[src/rtl/dll_delay_ctrl.sv]
// Delay-line code controller for the FMDLL loop: filters phase-detector votes into a
// saturating delay code, declares lock, and restarts the loop on harmonic-lock events.
module dll_delay_ctrl #(
  parameter int CODE_W    = 6,
  parameter int INIT_CODE = 0,
  parameter int HOLD_CYC  = 4,
  parameter int AVG_N     = 4,
  parameter int LOCK_CNT  = 8
) (
  input  logic              clk_ext,
  input  logic              rst_n,
  input  logic              Reset_PD,
  input  logic              en,
  input  logic              up,
  input  logic              dn,
  output logic [CODE_W-1:0] code,
  output logic              lock,
  output logic              hld_event,
  output logic              sat
);

  // state  | meaning
  // IDLE   | loop disabled, code held, filter and reversal count cleared
  // HOLD   | frozen after a harmonic-lock event, votes ignored for HOLD_CYC cycles
  // TRACK  | votes filtered into code steps, counting direction reversals
  // LOCKED | lock declared, steps continue until two same-direction steps in a row
  typedef enum logic [1:0] {IDLE, HOLD, TRACK, LOCKED} state_t;
  typedef enum logic [1:0] {DIR_NONE, DIR_UP, DIR_DN} dir_t;

  localparam int HOLD_W = $clog2(HOLD_CYC + 1);
  localparam int FILT_W = $clog2(AVG_N + 1) + 1;
  localparam int REV_W  = $clog2(LOCK_CNT + 1);

  localparam logic [CODE_W-1:0]        CODE_INIT = CODE_W'(INIT_CODE);
  localparam logic [CODE_W-1:0]        CODE_MAX  = {CODE_W{1'b1}};
  localparam logic [HOLD_W-1:0]        HOLD_LOAD = HOLD_W'(HOLD_CYC - 1);
  localparam logic signed [FILT_W-1:0] FILT_POS  = FILT_W'(AVG_N);
  localparam logic signed [FILT_W-1:0] FILT_NEG  = FILT_W'(-AVG_N);
  localparam logic [REV_W-1:0]         REV_LOCK  = REV_W'(LOCK_CNT);

  logic sync1, sync2, sync3, hld_req;

  state_t                    state_q, state_d;
  dir_t                      dir_q, dir_d, step_dir;
  logic [CODE_W-1:0]         code_q, code_d;
  logic signed [FILT_W-1:0]  filt_q, filt_d, filt_sum, vote;
  logic [REV_W-1:0]          rev_q, rev_d, rev_inc;
  logic [HOLD_W-1:0]         hold_q, hold_d;
  logic                      sat_q, sat_d, hld_event_q, hld_event_d;
  logic                      req_up, req_dn, at_limit;

  always_ff @(posedge clk_ext) begin
    if (!rst_n) begin
      sync1       <= 1'b0;
      sync2       <= 1'b0;
      sync3       <= 1'b0;
      hld_req     <= 1'b0;
      state_q     <= IDLE;
      dir_q       <= DIR_NONE;
      code_q      <= CODE_INIT;
      filt_q      <= '0;
      rev_q       <= '0;
      hold_q      <= '0;
      sat_q       <= 1'b0;
      hld_event_q <= 1'b0;
    end else begin
      sync1       <= Reset_PD;
      sync2       <= sync1;
      sync3       <= sync2;
      hld_req     <= sync2 & ~sync3;
      state_q     <= state_d;
      dir_q       <= dir_d;
      code_q      <= code_d;
      filt_q      <= filt_d;
      rev_q       <= rev_d;
      hold_q      <= hold_d;
      sat_q       <= sat_d;
      hld_event_q <= hld_event_d;
    end
  end

  always_comb begin
    if (up && !dn)      vote = FILT_W'(1);
    else if (dn && !up) vote = FILT_W'(-1);
    else                vote = '0;
    filt_sum = filt_q + vote;
    req_up   = (filt_sum == FILT_POS);
    req_dn   = (filt_sum == FILT_NEG);
    step_dir = req_up ? DIR_UP : DIR_DN;
    at_limit = req_up ? (code_q == CODE_MAX) : (code_q == '0);
    rev_inc  = rev_q + 1'b1;
  end

  always_comb begin
    state_d     = state_q;
    dir_d       = dir_q;
    code_d      = code_q;
    filt_d      = filt_q;
    rev_d       = rev_q;
    hold_d      = hold_q;
    sat_d       = sat_q;
    hld_event_d = 1'b0;

    if (hld_req) begin
      // Harmonic-lock escape wins over any step request on the same edge.
      code_d      = CODE_INIT;
      filt_d      = '0;
      rev_d       = '0;
      dir_d       = DIR_NONE;
      sat_d       = 1'b0;
      hld_event_d = 1'b1;
      hold_d      = HOLD_LOAD;
      state_d     = en ? HOLD : IDLE;
    end else begin
      case (state_q)
        IDLE: begin
          filt_d = '0;
          rev_d  = '0;
          dir_d  = DIR_NONE;
          if (en) state_d = TRACK;
        end
        HOLD: begin
          filt_d = '0;
          if (hold_q == '0) state_d = en ? TRACK : IDLE;
          else              hold_d  = hold_q - 1'b1;
        end
        TRACK, LOCKED: begin
          if (!en) begin
            state_d = IDLE;
            filt_d  = '0;
            rev_d   = '0;
            dir_d   = DIR_NONE;
          end else if (req_up || req_dn) begin
            filt_d = '0;
            if (at_limit) begin
              sat_d = 1'b1;
            end else begin
              sat_d  = 1'b0;
              code_d = req_up ? code_q + 1'b1 : code_q - 1'b1;
              dir_d  = step_dir;
              if (state_q == TRACK) begin
                if (dir_q == DIR_NONE || dir_q == step_dir) begin
                  rev_d = REV_W'(1);
                end else begin
                  rev_d = rev_inc;
                  if (rev_inc == REV_LOCK) state_d = LOCKED;
                end
              end else if (dir_q == step_dir) begin
                state_d = TRACK;
                rev_d   = REV_W'(1);
              end
            end
          end else begin
            filt_d = filt_sum;
          end
        end
        default: state_d = IDLE;
      endcase
    end
  end

  assign code      = code_q;
  assign lock      = (state_q == LOCKED);
  assign hld_event = hld_event_q;
  assign sat       = sat_q;

endmodule

[config.mk]
export PLATFORM = sky130hd
export DESIGN_NAME = dll_delay_ctrl
export DESIGN_NICKNAME = d
export VERILOG_FILES = /design/src/rtl/dll_delay_ctrl.sv
export SDC_FILE = /design/constraint.sdc
export NUM_CORES = 1
export LEC_CHECK = 0
export ABC_AREA = 1
export CORE_MARGIN = 2
export CORE_UTILIZATION = 40
export DETAILED_ROUTE_END_ITERATION = 6
export GPL_TIMING_DRIVEN = 0
export PLACE_DENSITY = 0.59
export SLEW_MARGIN = 20
export SYNTH_ARGS = -nofsm -noshare
export SYNTH_HDL_FRONTEND = slang
export SYNTH_SLANG_ARGS = --single-unit
[constraint.sdc]
create_clock -name clk_ext -period 6.4 [get_ports clk_ext]
set_input_delay 1.28 -clock clk_ext [delete_from_list [all_inputs] [get_ports clk_ext]]
set_output_delay 1.28 -clock clk_ext [all_outputs]
set_load 0.03 [all_outputs]
### Word-level counts from Yosys, hierarchy flattened

Cells that the tools add are included.

| storage, ports and cells | value |
|---|---|
| output and inout port bits | 9 |
| bits in read-only memories | 0 |
| input bits | 6 |
| register bits | 27 |
| memories | 0 |
| logic and storage cells | 101 |
| memory bits (writable) | 0 |
| bits in latches | 0 |

| cells by class | value |
|---|---|
| equal/unequal tests | 19 |
| bitwise operators | 5 |
| $add $sub $neg | 5 |
| divide/modulo/power cells | 0 |
| multiplexer cells | 37 |
| $mul | 0 |
| shift operators | 0 |
| order comparisons | 0 |
| reduce and logical (&&, ||, !) cells | 22 |

Operator list:

| cell | number |
|---|---|
| 2-to-1 mux 4 bit | 10 |
| 2-to-1 mux 2 bit | 18 |
| case mux 4 bit (2 select lines) | 2 |
| != test 5 bit (second input constant) | 3 |
| != test 3 bit (second input constant) | 4 |
| != test 4 bit (second input constant) | 3 |
| == test 4 bit (second input constant) | 2 |
| AND reduction 4 bit | 2 |
| AND reduction 7 bit | 1 |
| adder 6 x 1 -> 6 bit (second input constant) | 1 |
| == test 6 bit (second input constant) | 1 |
| zero test 6 bit | 1 |
| 2-to-1 mux 6 bit | 1 |
| case mux 2 bit (3 select lines) | 1 |
| AND reduction 3 bit | 2 |
| OR reduction 2 bit | 3 |
| subtractor 6 x 1 -> 6 bit (second input constant) | 1 |
| adder 4 x 1 -> 4 bit (second input constant) | 1 |
| adder 4 bit | 1 |
| == test 2 bit (second input constant) | 2 |
| == test 4 x 3 -> 1 bit (second input constant) | 1 |
| zero test 2 bit | 2 |
| 2-to-1 mux 1 bit | 4 |
| inverter 1 bit | 4 |
| 12 further kinds | 17 |

### Longest topological paths before layout

| depth | value |
|---|---|
| depth after elaboration | 16 |
| depth in mapped cells | 22 |
| depth with buffers taken out | 22 |

### Worst setup path before layout

Ideal clock, no wire load.

| path | value |
|---|---|
| path kind | input port to flip-flop |
| start | input port up |
| end | register code_q[5] (netlist: code[5]) |
| stages on the path | 19 |
| path buffers | 0 |
| slack | 2.513 ns |
| library setup time | 0.137 ns |
| data required time | 6.263 ns |
| arrival time | 3.750 ns |
| cells stage by stage | inv_1 -> ha_1 -> inv_1 -> ha_1 -> ha_1 -> inv_1 -> nand2_1 -> nor2_8 -> nand3_4 -> ha_1 -> a21oi_1 -> nand2_1 -> nand2_1 -> nand2_1 -> a21oi_1 -> xor2_1 -> nor2_1 -> o21ai_0 -> a21oi_1 |

| between the ends | value |
|---|---|
| cells in the longest elaborated chain, start to end | 9 |
| elaborated cells between the ends (all ways) | 13 |
| classes of those cells | add/sub: 1; eq/ne: 2; mux: 4; bitwise: 1; reduce/logical: 5 |

RTL lines:

| item | line | source |
|---|---|---|
| from (decl) | 14 | `input logic up,` |
| zero test 1 bit | 84 | `else if (dn && !up) vote = FILT_W'(-1);` |
| logical AND 1 bit | 84 |  |
| 2-to-1 mux 4 bit | 84 |  |
| 2-to-1 mux 4 bit (*) | 83 | `if (up && !dn) vote = FILT_W'(1);` |
| adder 4 bit (*) | 86 | `filt_sum = filt_q + vote;` |
| net filt_sum[1] | 46 | `logic signed [FILT_W-1:0] filt_q, filt_d, filt_sum, vote;` |
| == test 4 bit | 87 | `req_up = (filt_sum == FILT_POS);` |
| 2-to-1 mux 1 bit | 90 | `at_limit = req_up ? (code_q == CODE_MAX) : (code_q == '0);` |
| inverter 1 bit (no source line) | - |  |
| AND reduction 4 bit (no source line) | - |  |
| to (signal assigned) | 73 | `code_q <= code_d;` |
| to (decl) | 45 | `logic [CODE_W-1:0] code_q, code_d;` |

Mark *: on every way through the listed nets, which the timed path passes. The rest lies on a longest branch.
A chain may end at the register's enable or synchronous reset.

### Worst setup path after layout

Same ends and word-level chain as after synthesis.

==> flow_metrics.tcl <==
set metrics [dict create \
    synth_common_cells "48 x sky130_fd_sc_hd__nand2_1, 35 x sky130_fd_sc_hd__inv_1, 27 x sky130_fd_sc_hd__dfxtp_1" \
    grt_antenna_before_repair 0 \
    critical_path_peak_fanout 9 \
    grt_max_degree 16 \
    gpl_congestion 0.727 \
    setup_viol 0 \
    groute.usage.overall 0.146 \
    portion_of_the_post_synthesis_area_used_by_sequential_elements 0.319 \
    netlist.top_cell.by_area "sky130_fd_sc_hd__dfxtp_1" \
    grt_overflow 0 \
    critPathKind "in -> reg" \
    finalCriticalPeriod_ps 4280 \
    fin_hold_ws_ps 395 \
    grt_pass1_wl_mm 5.82 \
    tritoncts_clock_tree "done" \
    p_leak_uw 0.000944 \
    post_synth_instance_area_um2 1700 \
    io_pins 15 \
    cts_buffer_depth 2 \
    antenna_left 0 \
    yosysTopAreaCellShare 0.319 \
    layout.core_utilization 0.483 \
    place_area_um2 1900 \
    cts_sink_cnt 27 \
    first_global_vias 1369 \
    synth-edff-count 0 \
    post_synth_num_cell_types 29 \
    detail_route.vias_per_cell 4.80 \
    initialDrtViolationCount 64 \
    min_path_type "reg -> reg" \
    cts_root_buffer "sky130_fd_sc_hd__clkbuf_8" \
    worst_setup_hold_path_clk_slew_ps 90 \
    routed_wl_per_cell_um 10.3 \
    num_vias 1468 \
    cp-end-kind "register" \
    drc 0 \
    initial_core_util 0.421 \
    n_antenna_cell 0 \
    place_hpwl_mm 2.47 \
    dominantRegCellSynth "sky130_fd_sc_hd__dfxtp_1" \
    report.final.slew_viol_count 0 \
    synth-seq-cells 27 \
    outcome "finished clean" \
    syn-instance-count 238 \
    skew_ps 2.61 \
    rows 23 \
    power-per-cell-area_nw_per_um2 250 \
    io_buffers 14 \
    crit_path_start_kind "input pin" \
    setup_tns_ps 0 \
    synth_area_per_cell_um2 7.13 \
    postSynthNetCount 257 \
    max_slew_headroom 0.795 \
    drv_cap 0 \
    timing_worst_slew_pin_value_ps 306 \
    area_delta_synth_final_pct 14.7 \
    synth.area.top_cells "sky130_fd_sc_hd__dfxtp_1 32%, sky130_fd_sc_hd__nand2_1 11%, sky130_fd_sc_hd__ha_1 8.8%" \
    library_cell_with_the_highest_instance_count_after_synthesis "sky130_fd_sc_hd__nand2_1" \
    worstPathArrival_ps 4450 \
    post_cts.repair.setup_buffers 0 \
    numCtsBuffers 3 \
    worst_ep_required_time_ps 6570 \
    ys.warnings.count 0 \
    fp.coreArea_um2 4030 \
    share_of_layout_cells_above_drive_strength_1 0.0977 \
    ctsHoldBuffers 0 \
    post_cts_resize_count 0 \
    finalWirelength_mm 3.14 \
    drtPass1Iterations 4 \
    finalHoldViolCount 0 \
    rsz0062_at_grt "no" \
    timing.fmax_ghz 0.234 \
    clock_latency_ps 270 \
    die_width_um 69.1 \
    die-height_um 69.1 \
    fin_crit_sh 0.669 \
    ir_drop_v 0.000129 \
    synth-async-reset-ratio 0 \
    htreeDepth 1 \
    final_design_area_no_fill_um2 1950 \
    nets 276 \
    design.die.area_um2 4780 \
]
[layout make-up]
cell class | instances | area, um2
fillers | 432 | 2080
multi-input cells | 171 | 1000
flip-flops and latches | 27 | 541
inverters | 39 | 146
repair buffers | 14 | 140
well taps | 50 | 62.6
clock buffers | 3 | 41.3
clock inverters | 1 | 5.00
plain buffers | 1 | 5.00
[path summary, 6_finish.rpt]
path	start	end	slack, ps	cells after the start
setup / recovery	up	code[5]	2120	20
hold / removal	sync3	hld_req	400	1
setup reg to reg	filt_q[1]	code[5]	3470	17
hold reg to reg	sync3	hld_req	400	1
[cell families (layout without fill, tap and decap cells)]
family	count (synthesis)	in the layout	synth area share
DFF	27	27	0.319
buffers and inverters	40	58	0.0892
xor gates and xnor gates	8	8	0.0413
AOI/OAI and AO/OA	34	34	0.114
adders and majority gates	13	13	0.100
and+or+nand+nor	116	116	0.337
[worst max-delay path: stages]
cell,delay [ps]
sky130_fd_sc_hd__clkdlybuf4s50_1,450
sky130_fd_sc_hd__inv_1,50
sky130_fd_sc_hd__ha_1,270
sky130_fd_sc_hd__inv_1,40
sky130_fd_sc_hd__ha_1,190
sky130_fd_sc_hd__ha_1,270
sky130_fd_sc_hd__inv_1,70
sky130_fd_sc_hd__nand2_1,150
sky130_fd_sc_hd__nor2_8,200
sky130_fd_sc_hd__nand3_4,160
sky130_fd_sc_hd__ha_1,370
sky130_fd_sc_hd__a21oi_1,160
sky130_fd_sc_hd__nand2_1,90
sky130_fd_sc_hd__nand2_1,70
sky130_fd_sc_hd__nand2_1,50
sky130_fd_sc_hd__a21oi_1,150
sky130_fd_sc_hd__xor2_1,160
sky130_fd_sc_hd__nor2_1,60
sky130_fd_sc_hd__o21ai_0,160
sky130_fd_sc_hd__a21oi_1,50
[power by group]
group | leakage (uW) | internal (uW) | total (uW) | switching (uW)
registers | 0.000219 | 187 | 208 | 20.9
logic | 0.000699 | 68.2 | 182 | 113
clock network | 0.0000255 | 43.6 | 96.9 | 53.2
total | 0.000944 | 299 | 487 | 187
[registers in the layout (all words and copies together) (netlist names)]
register,count
sync1,1
hld_req,1
dir_q,2
hold_q,3
sat,1
code,6
filt_q,4
hld_event,1
sync3,1
sync2,1
rev_q,4
state_q,2
[per-stage QoR]
step,total power (uW),setup WS (ps),instances
global placement,394,1840,302
floorplan,357,2510,238
CTS,496,2120,306
detailed placement,397,1840,302
finish,487,2120,306
global route,535,1810,306
[cells in the final DEF, fill, tap and decap left out, types with 2 or more instances in the layout]
cell type	netlist	routed
sky130_fd_sc_hd__dfxtp_1	27	27
sky130_fd_sc_hd__ha_1	12	12
sky130_fd_sc_hd__clkbuf_8	0	3
sky130_fd_sc_hd__nand4_1	3	3
sky130_fd_sc_hd__inv_2	3	3
sky130_fd_sc_hd__nor2_8	2	2
sky130_fd_sc_hd__o21ai_1	3	3
sky130_fd_sc_hd__a31oi_1	2	2
sky130_fd_sc_hd__xor2_1	2	2
sky130_fd_sc_hd__nand2_1	48	48
sky130_fd_sc_hd__clkdlybuf4s50_1	0	14
sky130_fd_sc_hd__nand2_2	8	8
sky130_fd_sc_hd__nor3_1	4	4
sky130_fd_sc_hd__o21ai_0	13	13
sky130_fd_sc_hd__xnor2_1	6	6
sky130_fd_sc_hd__nand3_2	2	2
sky130_fd_sc_hd__inv_1	35	35
sky130_fd_sc_hd__nand3_1	20	20
sky130_fd_sc_hd__a21oi_1	13	13
sky130_fd_sc_hd__nor2_1	24	24
[layer usage]
metal | part of all wire | routed length, um | vias up | global-route usage
met1 | 0.51 | 1610 | 659 | 0.192
met2 | 0.45 | 1420 | 10 | 0.243
met5 | 0 | 0 | - | 0
met3 | 0.017 | 54 | 4 | 0.0175
met4 | 0.015 | 48 | 0 | 0.0588
li1 | - | - | 795 | -
(Power assumes the default switching activity.)
